$ cat src/rtl/bidir_shift_tx.sv
// Parallel-to-serial transmitter feeding a bidirectional shift register's d0/d1/sel inputs.
// Latency: first bit on the line the cycle after load; done one cycle after the last serial bit.
// Backpressure: load_ready is high only in IDLE; load_valid while busy is ignored.
// Optional feature: define BIDIR_SHIFT_TX_PARITY_EN to append an even-parity bit to every frame.
module bidir_shift_tx #(
  parameter int WIDTH = 4
) (
  input  logic             clk,
  input  logic             rst,
  input  logic [WIDTH-1:0] din,
  input  logic             dir,
  input  logic             load_valid,
  output logic             load_ready,
  output logic [1:0]       sel,
  output logic             d0,
  output logic             d1,
  output logic             busy,
  output logic             done
);

  localparam int CW = $clog2(WIDTH + 1);
  localparam logic [CW-1:0] LAST = CW'(WIDTH - 1);

  typedef enum logic [1:0] {
    IDLE,
    SHIFT
`ifdef BIDIR_SHIFT_TX_PARITY_EN
    , PARITY
`endif
  } state_t;

  state_t           state, state_nx;
  logic [WIDTH-1:0] word, word_nx;
  logic [CW-1:0]    cnt, cnt_nx;
  logic             dir_q, dir_nx;
  logic [1:0]       sel_nx;
  logic             d0_nx, d1_nx, busy_nx, done_nx;
`ifdef BIDIR_SHIFT_TX_PARITY_EN
  logic             par, par_nx;
`endif

  assign load_ready = (state == IDLE);

  // Next-state and next-output decode. The bit driven on the line is the one
  // leaving the buffer, so the buffer always holds the bits not yet sent and
  // cnt counts the bits already put on the line after the first one.
  always_comb begin
    state_nx = state;
    word_nx  = word;
    cnt_nx   = cnt;
    dir_nx   = dir_q;
    sel_nx   = 2'b00;
    d0_nx    = 1'b0;
    d1_nx    = 1'b0;
    busy_nx  = 1'b0;
    done_nx  = 1'b0;
`ifdef BIDIR_SHIFT_TX_PARITY_EN
    par_nx   = par;
`endif
    case (state)
      IDLE: begin
        if (load_valid && load_ready) begin
          state_nx = SHIFT;
          dir_nx   = dir;
          cnt_nx   = '0;
          busy_nx  = 1'b1;
`ifdef BIDIR_SHIFT_TX_PARITY_EN
          par_nx   = ^din;
`endif
          if (!dir) begin
            sel_nx  = 2'b10;
            d0_nx   = din[WIDTH-1];
            word_nx = din << 1;
          end else begin
            sel_nx  = 2'b01;
            d1_nx   = din[0];
            word_nx = din >> 1;
          end
        end
      end
      SHIFT: begin
        if (cnt == LAST) begin
`ifdef BIDIR_SHIFT_TX_PARITY_EN
          state_nx = PARITY;
          busy_nx  = 1'b1;
          sel_nx   = dir_q ? 2'b01 : 2'b10;
          d0_nx    = !dir_q && par;
          d1_nx    = dir_q && par;
`else
          state_nx = IDLE;
          done_nx  = 1'b1;
`endif
        end else begin
          busy_nx = 1'b1;
          cnt_nx  = cnt + CW'(1);
          if (!dir_q) begin
            sel_nx  = 2'b10;
            d0_nx   = word[WIDTH-1];
            word_nx = word << 1;
          end else begin
            sel_nx  = 2'b01;
            d1_nx   = word[0];
            word_nx = word >> 1;
          end
        end
      end
`ifdef BIDIR_SHIFT_TX_PARITY_EN
      PARITY: begin
        state_nx = IDLE;
        done_nx  = 1'b1;
      end
`endif
      default: state_nx = IDLE;
    endcase
  end

  // State, buffer and registered outputs; reset discards any partial frame.
  always_ff @(posedge clk or posedge rst) begin
    if (rst) begin
      state <= IDLE;
      word  <= '0;
      cnt   <= '0;
      dir_q <= 1'b0;
      sel   <= 2'b00;
      d0    <= 1'b0;
      d1    <= 1'b0;
      busy  <= 1'b0;
      done  <= 1'b0;
`ifdef BIDIR_SHIFT_TX_PARITY_EN
      par   <= 1'b0;
`endif
    end else begin
      state <= state_nx;
      word  <= word_nx;
      cnt   <= cnt_nx;
      dir_q <= dir_nx;
      sel   <= sel_nx;
      d0    <= d0_nx;
      d1    <= d1_nx;
      busy  <= busy_nx;
      done  <= done_nx;
`ifdef BIDIR_SHIFT_TX_PARITY_EN
      par   <= par_nx;
`endif
    end
  end

endmodule
$ cat config.mk
export PLATFORM = sky130hd
export DESIGN_NAME = bidir_shift_tx
export DESIGN_NICKNAME = d
export VERILOG_FILES = /design/src/rtl/bidir_shift_tx.sv
export SDC_FILE = /design/constraint.sdc
export NUM_CORES = 1
export LEC_CHECK = 0
export ABC_AREA = 1
export CAP_MARGIN = 5
export CORE_UTILIZATION = 34
export DETAILED_ROUTE_END_ITERATION = 6
export SYNTH_ARGS = -nofsm -noshare
export SYNTH_HDL_FRONTEND = slang
export SYNTH_SLANG_ARGS = --single-unit
$ cat constraint.sdc
create_clock -name clk -period 2.05 [get_ports clk]
set_input_delay 0.205 -clock clk [delete_from_list [all_inputs] [get_ports clk]]
set_output_delay 0.205 -clock clk [all_outputs]
set_load 0.005 [all_outputs]
==> run metrics, run 1 <==
Power Density 1380 nW/um2; cts bufs inserted 3; critical path endpoint category output port; core area 2020 um2; Multi-input gate area 312 um2; Diodes inserted 0; maximum vdd ir drop 0.665 mV; layout cells sized above 1 10.6%; Port Buffers 14; DR iter-0 viols 16; RSZ-0062 raised after global routing no; Final ANT Viol Nets 0; Rel. slew slack 63.6%; Crit Path Class flip-flop to output port; first-pass GRT wire length 2.52 mm; Total GRT Usage 14.0%; Max Clock Freq 582 MHz; CTS tree built; root buffer cell clkbuf_4; Seq/Total Area, Yosys 49.4%; HPWL after detailed placement 1.09 mm; peak fanout along the critical path 10; Hold Crit Class primary input to async pin; row cnt 16; Critical Path Source Type flip-flop; number of global-route vias before repair 568; first-pass detailed-route iteration total 4; FF/Latch Area 375 um2; Min Clock Period, post-route 1.72 ns; vias 604; clock skew 0.00613 ns; met3 WL 89 um; status finished, final reports clean; I/O pin cnt 15; MaxCap Viol Count 0; routed wire length 1.37 mm; Sink Count 15; Syn-to-layout area delta 24.4%; grt total ovfl 0; final setup fails 0; fill cell count 207; DRC 0; Pwr Total 1.30 mW; largest net degree at the start of global routing 16; vias per inst 4.61; Longest Clk Path Bufs 2; Layout Nets 116; CTS resizes 0; clock slew at reported path FFs 0.09 ns; Distinct cells, synth 17; Die W 49.3 um; Syn Std Cell Area 759 um2; initial antenna violation count 0; # hold bufs at CTS 0; H-Tree Depth 1; initial core utilization 37.6%; die area 2430 um2; Syn Nets 99; WP data required 1.85 ns; Setup Fix Bufs, Post-CTS 0; setup tns final 0 ns; slew of the pin with the lowest slew margin 0.545 ns; met1 WL 643 um; wire length on met2 592 um; critical path data arrival time 1.51 ns; WL per Instance 10.5 um; Tcrit/Tclk final 83.8%; highest routed layer met4; height of the die 49.3 um; Yosys reg bits 15; Post-Synthesis Cells 88; Mapped Avg Cell Area 8.63 um2; fin. max-slew vios 0; leakage power total 0.481 nW; most frequent cells in the layout nand2_1 (32), dfrtp_1 (15), clkdlybuf4s50_1 (14); routability cong. 0.766; yosys warns 0; commonest non-fill, non-tap cell in the layout nand2_1; Worst-Skew Late Latency 0.29 ns; final hold viol count 0
## cell type report
cell class,count,share of cell area (%)
Multi-Input combinational cell,58,33.0
Clock inverter,1,0.530
Sequential cell,15,39.7
Clock buffer,3,2.38
Inverter,13,5.96
Timing Repair Buffer,14,14.8
Tap cell,27,3.58
## logic make-up (layout without fill, tap and decap cells)
family / Yosys count / in the layout / share of synthesized area [%]
and+or+nand+nor: 46 / 46 / 29.0
DFF: 15 / 15 / 49.4
buffers and inverters: 15 / 31 / 9.56
AOI/OAI and AO/OA: 9 / 9 / 7.08
adders and majority gates: 3 / 3 / 4.94
## sequential cells by signal, indices dropped and copies added, names as in the netlist
name,flops
state,1
busy,1
d1,1
done,1
dir_q,1
d0,1
sel,2
word,4
cnt,3
## metrics by stage
stage | instance area (um2) | cells | utilization [%] | setup WS (ns) | hold WS, ns
finish | 945 | 131 | 46.7 | 0.332 | 0.270
CTS | 945 | 131 | 46.7 | 0.327 | 0.291
detailed placement | 917 | 127 | 45.4 | 0.592 | 0.475
global placement | 917 | 127 | 45.4 | 0.618 | 0.475
floorplan | 759 | 88 | - | 0.692 | 0.106
global route | 945 | 131 | 46.7 | 0.263 | 0.353
## worst max-delay path, cell delays in order, from the launching register on
cell             delay, ns
dfrtp_1               0.55
inv_6                 0.17
clkdlybuf4s50_1       0.51
## cell usage after synthesis, drive strengths merged
library cell | instances | area share [%]
nand2 | 36 | 23
o31ai | 1 | 0.99
nor2 | 2 | 0.99
ha | 3 | 4.9
nand3 | 8 | 5.3
o22ai | 2 | 1.6
dfrtp | 15 | 49
o21ai | 6 | 4.4
buf | 2 | 2.1
inv | 13 | 7.4
## worst paths after layout
| path | slack (ns) | from | to | cells after the start |
|---|---|---|---|---|
| max reg2reg | 0.59 | cnt[0] | word[1] | 8 |
| max | 0.33 | state[0] | load_ready | 2 |
| min | 0.27 | rst | d0 | 2 |
| max in group asynchronous | 1.42 | rst | word[1] | 2 |
| min in group clk | 0.49 | cnt[1] | cnt[1] | 2 |
| min reg2reg | 0.49 | cnt[1] | cnt[1] | 2 |
## per-layer routing
metal  vias up  track usage [%]
met1       269             18.1
met2        21             20.3
met4         0             10.3
met3         5             3.12
met5         -                0
li1        309                -
## power breakdown
group	switching (mW)	internal (mW)	leakage (nW)
Clock	0.0943	0.0725	0.0177
Sequential	0.0932	0.420	0.189
Combinational	0.339	0.281	0.275
No activity file was read; power rests on OpenSTA's default activity.
==> run 2, diff against run 1 <==
==> constraint.sdc (replaced) <==
create_clock -name clk -period 1.8 [get_ports clk]
set_input_delay 0.18 -clock clk [delete_from_list [all_inputs] [get_ports clk]]
set_output_delay 0.18 -clock clk [all_outputs]
set_load 0.005 [all_outputs]
==> run metrics, run 2 (synthesis results as in run 1) <==
status finished, final reports clean; Pint 0.885 mW; Die W 49.3 um; MaxCap Viol Count 0; biggest regs word x4, cnt x3, sel x2; row cnt 16; height of the die 49.3 um; first-pass detailed-route iteration total 4; die area 2430 um2; Design Area, Final 943 um2; core area 2020 um2; Worst-Skew Late Latency 0.28 ns; Seq pwr share 39.1%; WL per Instance 10.6 um; Sink Count 15; H-Tree Depth 1; Min Clock Period, post-route 1.68 ns; DRC 0; initial antenna violation count 0; clock skew 0.00836 ns; leakage power total 0.478 nW; clock power share 12.8%; maximum vdd ir drop 0.758 mV; Diodes inserted 0; fin worst setup slack 0.124 ns; Total GRT Usage 14.1%; vias 584; Setup Fix Bufs, Post-CTS 0; most frequent cells in the layout nand2_1 (32), dfrtp_1 (15), clkdlybuf4s50_1 (14); Critical Path Source Type flip-flop; Port Buffers 14; R2R cell count 8; Tcrit/Tclk final 93.1%; fill cell count 204; pre-CTS setup slack 0.338 ns; Syn-to-layout area delta 24.2%; Power Density 1570 nW/um2; Reg with most FFs word; CTS resizes 0; first-pass GRT wire length 2.54 mm; clock slew at reported path FFs 0.09 ns; number of global-route vias before repair 564; cts bufs inserted 3; grt total ovfl 0; Final ANT Viol Nets 0; root buffer cell clkbuf_4; # hold bufs at CTS 0; routed wire length 1.39 mm; CTS tree built; Hold Crit Class primary input to async pin; final setup fails 0; Layout Nets 116; Pwr Total 1.48 mW; switching power total 0.599 mW; fin util 46.7%; setup tns final 0 ns; Comb power frac 48.1%; HPWL after detailed placement 1.08 mm; max reg flops 4; WP data required 1.62 ns; dpl cell area 917 um2; layout cells sized above 1 9.62%; FF/Latch Area 375 um2; routability cong. 0.766; fin. max-slew vios 0; Longest Clk Path Bufs 2; critical path endpoint category output port; Crit Path Class flip-flop to output port; I/O pin cnt 15; final hold viol count 0; RSZ-0062 raised after global routing no; Multi-input gate area 312 um2; commonest non-fill, non-tap cell in the layout nand2_1; Max Clock Freq 597 MHz; slew of the pin with the lowest slew margin 0.557 ns; Sw Share 40.4%; initial core utilization 37.6%; peak fanout along the critical path 10; largest net degree at the start of global routing 16; Rel. slew slack 62.8%; critical path data arrival time 1.50 ns; DR iter-0 viols 7; vias per inst 4.46
run 2: cell types whose count changed in the layout (fill, tap and decap cells not counted), sizes merged:
| cell | previous run | this run |
|---|---|---|
| clkinv | 1 | 0 |
| clkbuf | 3 | 4 |
run 2: worst paths after layout:
check / startpoint / to / slack (ns)
min: rst / d0 / 0.25
max reg2reg: cnt[0] / word[1] / 0.32
min in group clk: cnt[1] / cnt[1] / 0.49
max: state[0] / load_ready / 0.12
min reg2reg: cnt[1] / cnt[1] / 0.49
max in group asynchronous: rst / word[2] / 1.17
run 2: critical path, cell delays in order, from the launching register on:
cell	delay (ns)
dfrtp_1	0.54
inv_6	0.16
clkdlybuf4s50_1	0.51
run 2: power by group through the flow:
stage / Sequential (mW) / Combinational (mW) / Clock (mW)
3_5_place_dp: 0.590 / 0.719 / 0
5_1_grt: 0.609 / 0.821 / 0.214
2_1_floorplan: 0.551 / 0.533 / 0
3_3_place_gp: 0.587 / 0.716 / 0
6_report: 0.581 / 0.714 / 0.190
4_1_cts: 0.582 / 0.722 / 0.195
run 2: routing by layer:
metal	wire, um	up-vias	track usage (%)
met5	0	-	0
met4	28	0	7.35
met3	91	4	4.05
met2	582	18	19.9
met1	689	255	19.2
li1	-	307	-
run 2: final cells by class:
class / instances / area share (%)
Sequential cell: 15 / 39.8
Clock buffer: 4 / 2.79
Multi-Input combinational cell: 58 / 33.0
Inverter: 13 / 5.97
Tap cell: 27 / 3.58
Timing Repair Buffer: 14 / 14.9
run 2: per-stage QoR:
step           cells  hold slack, ns
6_report         131           0.253
5_1_grt          131           0.327
4_1_cts          131           0.277
3_5_place_dp     127           0.469
3_3_place_gp     127           0.475
2_1_floorplan     88          0.0815
